### src/rtl/inst_stream_encoder_if.sv
// Descriptor stream from the program-loader front end plus the instruction-memory write bus.
interface inst_stream_encoder_if #(
  parameter int ADDR_W = 8
);
  logic              in_valid;
  logic              in_ready;
  logic [3:0]        in_class;
  logic [2:0]        in_func3;
  logic              in_sub;
  logic [14:0]       in_operand;
  logic              imem_we;
  logic [ADDR_W-1:0] imem_addr;
  logic [31:0]       imem_wdata;

  modport master (
    output in_valid, in_class, in_func3, in_sub, in_operand,
    input  in_ready, imem_we, imem_addr, imem_wdata
  );

  modport slave (
    input  in_valid, in_class, in_func3, in_sub, in_operand,
    output in_ready, imem_we, imem_addr, imem_wdata
  );
endinterface

### src/rtl/inst_stream_encoder.sv
// Packs instruction descriptors into 32-bit words and writes them sequentially into
// instruction memory; a session ends on HLT, on the last address, or on abort.
module inst_stream_encoder #(
  parameter int ADDR_W = 8
) (
  input  logic                clk,
  input  logic                rst_n,
  input  logic                start,
  input  logic                abort,
  inst_stream_encoder_if.slave bus,
  output logic [ADDR_W:0]     count,
  output logic                done,
  output logic                full,
  output logic                err
);

  typedef enum logic [1:0] {
    S_IDLE,
    S_LOAD,
    S_DONE
  } state_e;

  state_e            state_q, state_d;
  logic [ADDR_W:0]   count_q, count_d;
  logic              full_q, full_d;
  logic              err_q, err_d;
  logic              we_q, we_d;
  logic [ADDR_W-1:0] addr_q, addr_d;
  logic [31:0]       wdata_q, wdata_d;

  logic              accept, legal, is_nop, is_hlt, last;
  logic [6:0]        opcode, fn7;
  logic [2:0]        fn3;
  logic [31:0]       word;

  always_comb begin
    legal  = 1'b1;
    is_nop = 1'b0;
    is_hlt = 1'b0;
    opcode = '0;
    fn3    = '0;
    fn7    = '0;
    case (bus.in_class)
      4'd0:  is_nop = 1'b1;
      4'd1:  begin opcode = 7'b0010011; fn3 = bus.in_func3; end
      4'd2:  begin
        opcode = 7'b0110011;
        fn3    = bus.in_func3;
        if (bus.in_func3 == 3'd0) fn7 = {bus.in_sub, 6'b0};
      end
      4'd3:  opcode = 7'b0110111;
      4'd4:  opcode = 7'b0000011;
      4'd5:  opcode = 7'b0100011;
      4'd6:  begin
        opcode = 7'b1100011;
        fn3    = bus.in_func3;
        if (bus.in_func3 == 3'd2 || bus.in_func3 == 3'd3) legal = 1'b0;
      end
      4'd7:  opcode = 7'b1100111;
      4'd8:  opcode = 7'b1101111;
      4'd9:  opcode = 7'b1101011;
      4'd10: begin opcode = 7'b1111111; is_hlt = 1'b1; end
      default: legal = 1'b0;
    endcase
    word = is_nop ? '0 : {bus.in_operand, fn7, fn3, opcode};
  end

  // The low bits of count double as the write pointer; the session ends before it could wrap.
  assign last   = (count_q[ADDR_W-1:0] == '1);
  assign accept = bus.in_valid && bus.in_ready;

  always_ff @(posedge clk or negedge rst_n) begin
    if (!rst_n) state_q <= S_IDLE;
    else        state_q <= state_d;
  end

  always_comb begin
    state_d = state_q;
    case (state_q)
      S_IDLE: if (start) state_d = S_LOAD;
      S_LOAD: begin
        if (abort)                                    state_d = S_IDLE;
        else if (accept && legal && (is_hlt || last)) state_d = S_DONE;
      end
      S_DONE: state_d = S_IDLE;
      default: state_d = S_IDLE;
    endcase
  end

  always_comb begin
    bus.in_ready = (state_q == S_LOAD) && !abort;
    done         = (state_q == S_DONE);
  end

  always_comb begin
    we_d    = 1'b0;
    addr_d  = addr_q;
    wdata_d = wdata_q;
    count_d = count_q;
    full_d  = full_q;
    err_d   = err_q;
    if (state_q == S_IDLE && start) begin
      count_d = '0;
      full_d  = 1'b0;
      err_d   = 1'b0;
    end
    if (accept) begin
      if (legal) begin
        we_d    = 1'b1;
        addr_d  = count_q[ADDR_W-1:0];
        wdata_d = word;
        count_d = count_q + 1'b1;
        if (last) full_d = 1'b1;
      end else begin
        err_d = 1'b1;
      end
    end
  end

  always_ff @(posedge clk or negedge rst_n) begin
    if (!rst_n) begin
      count_q <= '0;
      full_q  <= 1'b0;
      err_q   <= 1'b0;
      we_q    <= 1'b0;
      addr_q  <= '0;
      wdata_q <= '0;
    end else begin
      count_q <= count_d;
      full_q  <= full_d;
      err_q   <= err_d;
      we_q    <= we_d;
      addr_q  <= addr_d;
      wdata_q <= wdata_d;
    end
  end

  assign bus.imem_we    = we_q;
  assign bus.imem_addr  = addr_q;
  assign bus.imem_wdata = wdata_q;
  assign count          = count_q;
  assign full           = full_q;
  assign err            = err_q;

endmodule

### src/flat_wrapper.sv
// flat-port wrapper written by rule: the top's interface ports become plain ports
module inst_stream_encoder_flat 
#(
  parameter int ADDR_W = 8
)
  (clk, rst_n, start, abort, count, done, full, err, bus_in_valid, bus_in_class, bus_in_func3, bus_in_sub, bus_in_operand, bus_in_ready, bus_imem_we, bus_imem_addr, bus_imem_wdata);
  inst_stream_encoder_if #(.ADDR_W(ADDR_W)) bus_i ();
  input  logic clk;
  input  logic rst_n;
  input  logic start;
  input  logic abort;
  output logic [ADDR_W:0] count;
  output logic done;
  output logic full;
  output logic err;
  input wire logic [$bits(bus_i.in_valid)-1:0] bus_in_valid;
  input wire logic [$bits(bus_i.in_class)-1:0] bus_in_class;
  input wire logic [$bits(bus_i.in_func3)-1:0] bus_in_func3;
  input wire logic [$bits(bus_i.in_sub)-1:0] bus_in_sub;
  input wire logic [$bits(bus_i.in_operand)-1:0] bus_in_operand;
  output wire logic [$bits(bus_i.in_ready)-1:0] bus_in_ready;
  output wire logic [$bits(bus_i.imem_we)-1:0] bus_imem_we;
  output wire logic [$bits(bus_i.imem_addr)-1:0] bus_imem_addr;
  output wire logic [$bits(bus_i.imem_wdata)-1:0] bus_imem_wdata;
  assign bus_i.in_valid = bus_in_valid;
  assign bus_i.in_class = bus_in_class;
  assign bus_i.in_func3 = bus_in_func3;
  assign bus_i.in_sub = bus_in_sub;
  assign bus_i.in_operand = bus_in_operand;
  assign bus_in_ready = bus_i.in_ready;
  assign bus_imem_we = bus_i.imem_we;
  assign bus_imem_addr = bus_i.imem_addr;
  assign bus_imem_wdata = bus_i.imem_wdata;
  inst_stream_encoder #(.ADDR_W(ADDR_W)) u_core (.clk(clk), .rst_n(rst_n), .start(start), .abort(abort), .bus(bus_i), .count(count), .done(done), .full(full), .err(err));
endmodule
### config.mk
export PLATFORM = sky130hd
export DESIGN_NAME = inst_stream_encoder_flat
export DESIGN_NICKNAME = d
export VERILOG_FILES = /design/src/rtl/inst_stream_encoder_if.sv /design/src/rtl/inst_stream_encoder.sv /design/src/flat_wrapper.sv
export SDC_FILE = /design/constraint.sdc
export NUM_CORES = 1
export LEC_CHECK = 0
export BUFFER_PORTS_ARGS = -buffer_cell sky130_fd_sc_hd__buf_2
export CAP_MARGIN = 30
export CORE_ASPECT_RATIO = 0.5
export CORE_UTILIZATION = 40
export DETAILED_ROUTE_END_ITERATION = 7
export PLACE_DENSITY = 0.73
export REMOVE_ABC_BUFFERS = 1
export SYNTH_ARGS = -nofsm -noshare
export SYNTH_HDL_FRONTEND = slang
export SYNTH_SLANG_ARGS = --single-unit
### constraint.sdc
create_clock -name clk -period 2.73 [get_ports clk]
set_input_delay 0.4095 -clock clk [delete_from_list [all_inputs] [get_ports clk]]
set_output_delay 0.4095 -clock clk [all_outputs]
set_load 0.02 [all_outputs]
==> flow_metrics.env <==
export IMPL_status="finished, final reports clean"
export IMPL_synth_compound_area_share_pct=14.63
export IMPL_cts_made_buffers=5
export IMPL_syn_area_um2=2206
export IMPL_num_rows=18
export IMPL_worstPathMaxFanout=30
export IMPL_synth_area_mux_share_pct=8.905
export IMPL_skew_ns=0.005564
export IMPL_cpPeakStageDelay_ns=0.66
export IMPL_drive_above_1_share_pct=36.97
export IMPL_rsz0062_at_grt="false"
export IMPL_synth_top_area_share_pct=53.32
export IMPL_yosys_area_share_simple_pct=14.80
export IMPL_path_class="reg -> reg"
export IMPL_endpoint_kind="flop"
export IMPL_drt_met1_wl_um=2175
export IMPL_dp_cells=346
export IMPL_tightest_slew_ns=0.8333
export IMPL_avgSynthCellArea_um2=10.31
export IMPL_fp_dieH_um=54.51
export IMPL_async_flop_share_pct=100.0
export IMPL_ys_seq_area_share_pct=53.32
export IMPL_worstPathArrival_ns=2.24
export IMPL_die_w_um=107.0
export IMPL_grt_overflow_total=0
export IMPL_p_per_area_nw_per_um2=696.7
export IMPL_final_hold_violation_count=0
export IMPL_clk_path_buf_depth=2
export IMPL_final_cell_mix="75 x buf_2, 47 x dfrtp_1, 38 x o21ai_0, 30 x nand2_1, 13 x mux2_2"
export IMPL_maxCapViolations=0
export IMPL_leakagePower_uw=0.001427
export IMPL_highest_layer="met4"
export IMPL_drtPass1Iterations=5
export IMPL_drtIter0Drc=47
export IMPL_crit_chain="nor2_1 > nand2_1 > inv_1 > nand2_1 > or4_1 > a21oi_1"
export IMPL_n_fill_cell=460
export IMPL_ys_seq_elements=47
export IMPL_drv_slew=0
export IMPL_areaGrowthSynthToFinish_pct=22.01
export IMPL_core_area_um2=5112
export IMPL_numPortBuffers=75
export IMPL_hpwl_um=3542
export IMPL_ys_top_cells_by_area="dfrtp_1 53%, o21ai_0 8.6%, mux2_2 6.6%"
export IMPL_fmax_ghz=0.4981
export IMPL_synth_edf_count=0
export IMPL_cts_tree="built"
export IMPL_clk_pin_slew_ns=0.09
export IMPL_route_met3_wl_um=298
export IMPL_root_buffer="clkbuf_8"
export IMPL_hold_buffers=0
export IMPL_grt_pass1_vias=1689
export IMPL_cts_resized=0
export IMPL_worstRegToRegCells=6
export IMPL_synth_adder_area_share_pct=0.5672
export IMPL_synth_warnings=0
export IMPL_drt_vias_per_instance=5.085
export IMPL_initial_core_util_pct=43.15
export IMPL_drc=0
export IMPL_synth_xor_area_share_pct=0
export IMPL_synth_top_family_by_area="simple AND/OR/NAND/NOR gates"
export IMPL_grt_pass1_wl_um=7797
export IMPL_htreeDepth=2
export IMPL_nNetsFinal=312
export IMPL_clkLatencyLatePin_ns=0.30
export IMPL_ant_nets=0
export IMPL_synth_cells=214
export IMPL_antenna_found_initial=0
export IMPL_synth_flop_cell="dfrtp_1"
export IMPL_cpMostUsedCell="nand2_1"
export IMPL_slowest_stage="or4_1"
export IMPL_die_area_um2=5834
export IMPL_track_usage_pct=17.70
export IMPL_final_common_cell="buf_2"
export IMPL_place_ws_ns=0.6179
export IMPL_setup_viol=0
export IMPL_netlist_cell_type_count=38
export IMPL_wirelength_um=4906
export IMPL_grt_max_degree=33
export IMPL_period_minus_slack_ns=2.008
export IMPL_routed_wl_met2_um=2384
export IMPL_slew_headroom_pct=44.31
export IMPL_synth_top_cell_by_area="dfrtp_1"
export IMPL_hold_path_class="in -> async"
export IMPL_ios=82
export IMPL_post_cts_buffers=0
export IMPL_vias=1800
export IMPL_crit_required_ns=2.96
export IMPL_wl_per_cell_um=13.86
export IMPL_n_antenna_cell=0
export IMPL_post_route_util_pct=52.64
export IMPL_start_kind="flop"
export IMPL_fin_crit_sh_pct=73.54
export IMPL_stdcell_count=354
export IMPL_ir_drop_mv=0.2594
export IMPL_fin_tns_setup_ns=0
export IMPL_setup_ws_ns=0.7224
export IMPL_routabilityCongestion=0.7502
export IMPL_cts_sinks=47
[path summary, 6_finish.rpt]
path / from / end / slack, ns
worst max-delay path: u_core.state_q[1] / u_core.count[7] / 0.72
worst min-delay path: rst_n / u_core.bus.imem_wdata[25] / 0.007
worst max register to register: u_core.state_q[1] / u_core.count[7] / 0.72
worst min register to register: u_core.full / u_core.full / 0.49
max in group asynchronous: rst_n / u_core.count[5] / 2.23
min in group clk: bus_in_operand[6] / u_core.bus.imem_wdata[23] / 0.33
[registers in the layout, summed over array words and instances (netlist names)]
name / flops
u_core.full: 1
u_core.bus.imem_we: 1
u_core.state_q: 2
u_core.bus.imem_addr: 8
u_core.err: 1
u_core.count: 9
u_core.bus.imem_wdata: 25
[cell families (layout without fill, tap and decap cells)]
family                     Yosys count  after routing
DFF                                 47             47
adders and majority gates            1              1
other                                1              6
muxes                               18             18
buffers and inverters               26             91
and+or+nand+nor                     63             63
AOI/OAI and AO/OA                   58             58
[cell type report]
| type | instances | area, um^2 | share of cell area [%] |
|---|---|---|---|
| multi-input combinational | 146 | 880.8 | 32.73 |
| tap | 70 | 87.58 | 3.254 |
| clock buffer | 6 | 82.58 | 3.068 |
| timing repair buffer | 78 | 410.4 | 15.25 |
| clock inverter | 2 | 35.03 | 1.302 |
| inverter | 5 | 18.77 | 0.6974 |
| sequential | 47 | 1176 | 43.70 |
[metal layers]
layer,global-route usage (%),vias up
met2,29.35,52
met1,22.42,877
met3,5.119,5
met5,0,-
met4,7.306,0
li1,-,866
[Yosys cell counts (all sizes together), types with 2 or more instances]
library cell	number
clkbuf	5
dfrtp	47
and3	3
o21ai	40
o31ai	4
mux2	13
inv	5
nor2	4
mux2i	5
nand3	7
nand2	30
a21oi	8
a21o	2
or4	5
buf	16
nand2b	3
nor2b	2
[through the flow]
step                      total power, uW  hold WS (ns)  cell area, um^2
final                                1875      0.007033             2691
after floorplan                      1150        0.1139             2076
after global placement               1337        0.4610             2554
after global routing                 1968       0.03166             2691
after detailed placement             1358        0.3433             2574
after CTS                            1886       0.01825             2691
[power breakdown]
group	internal, uW	switching, uW
Sequential	805	60.0
Combinational	164	309
Clock	297	240
Total	1270	610
[critical path, delay by kind of cell (launching register included)]
kind	cells	cell delay (ns)
simple gates	4	1.31
buf+inv	1	0.07
flops	1	0.41
compound gates	1	0.15
No activity file was read; power rests on OpenSTA's default activity.
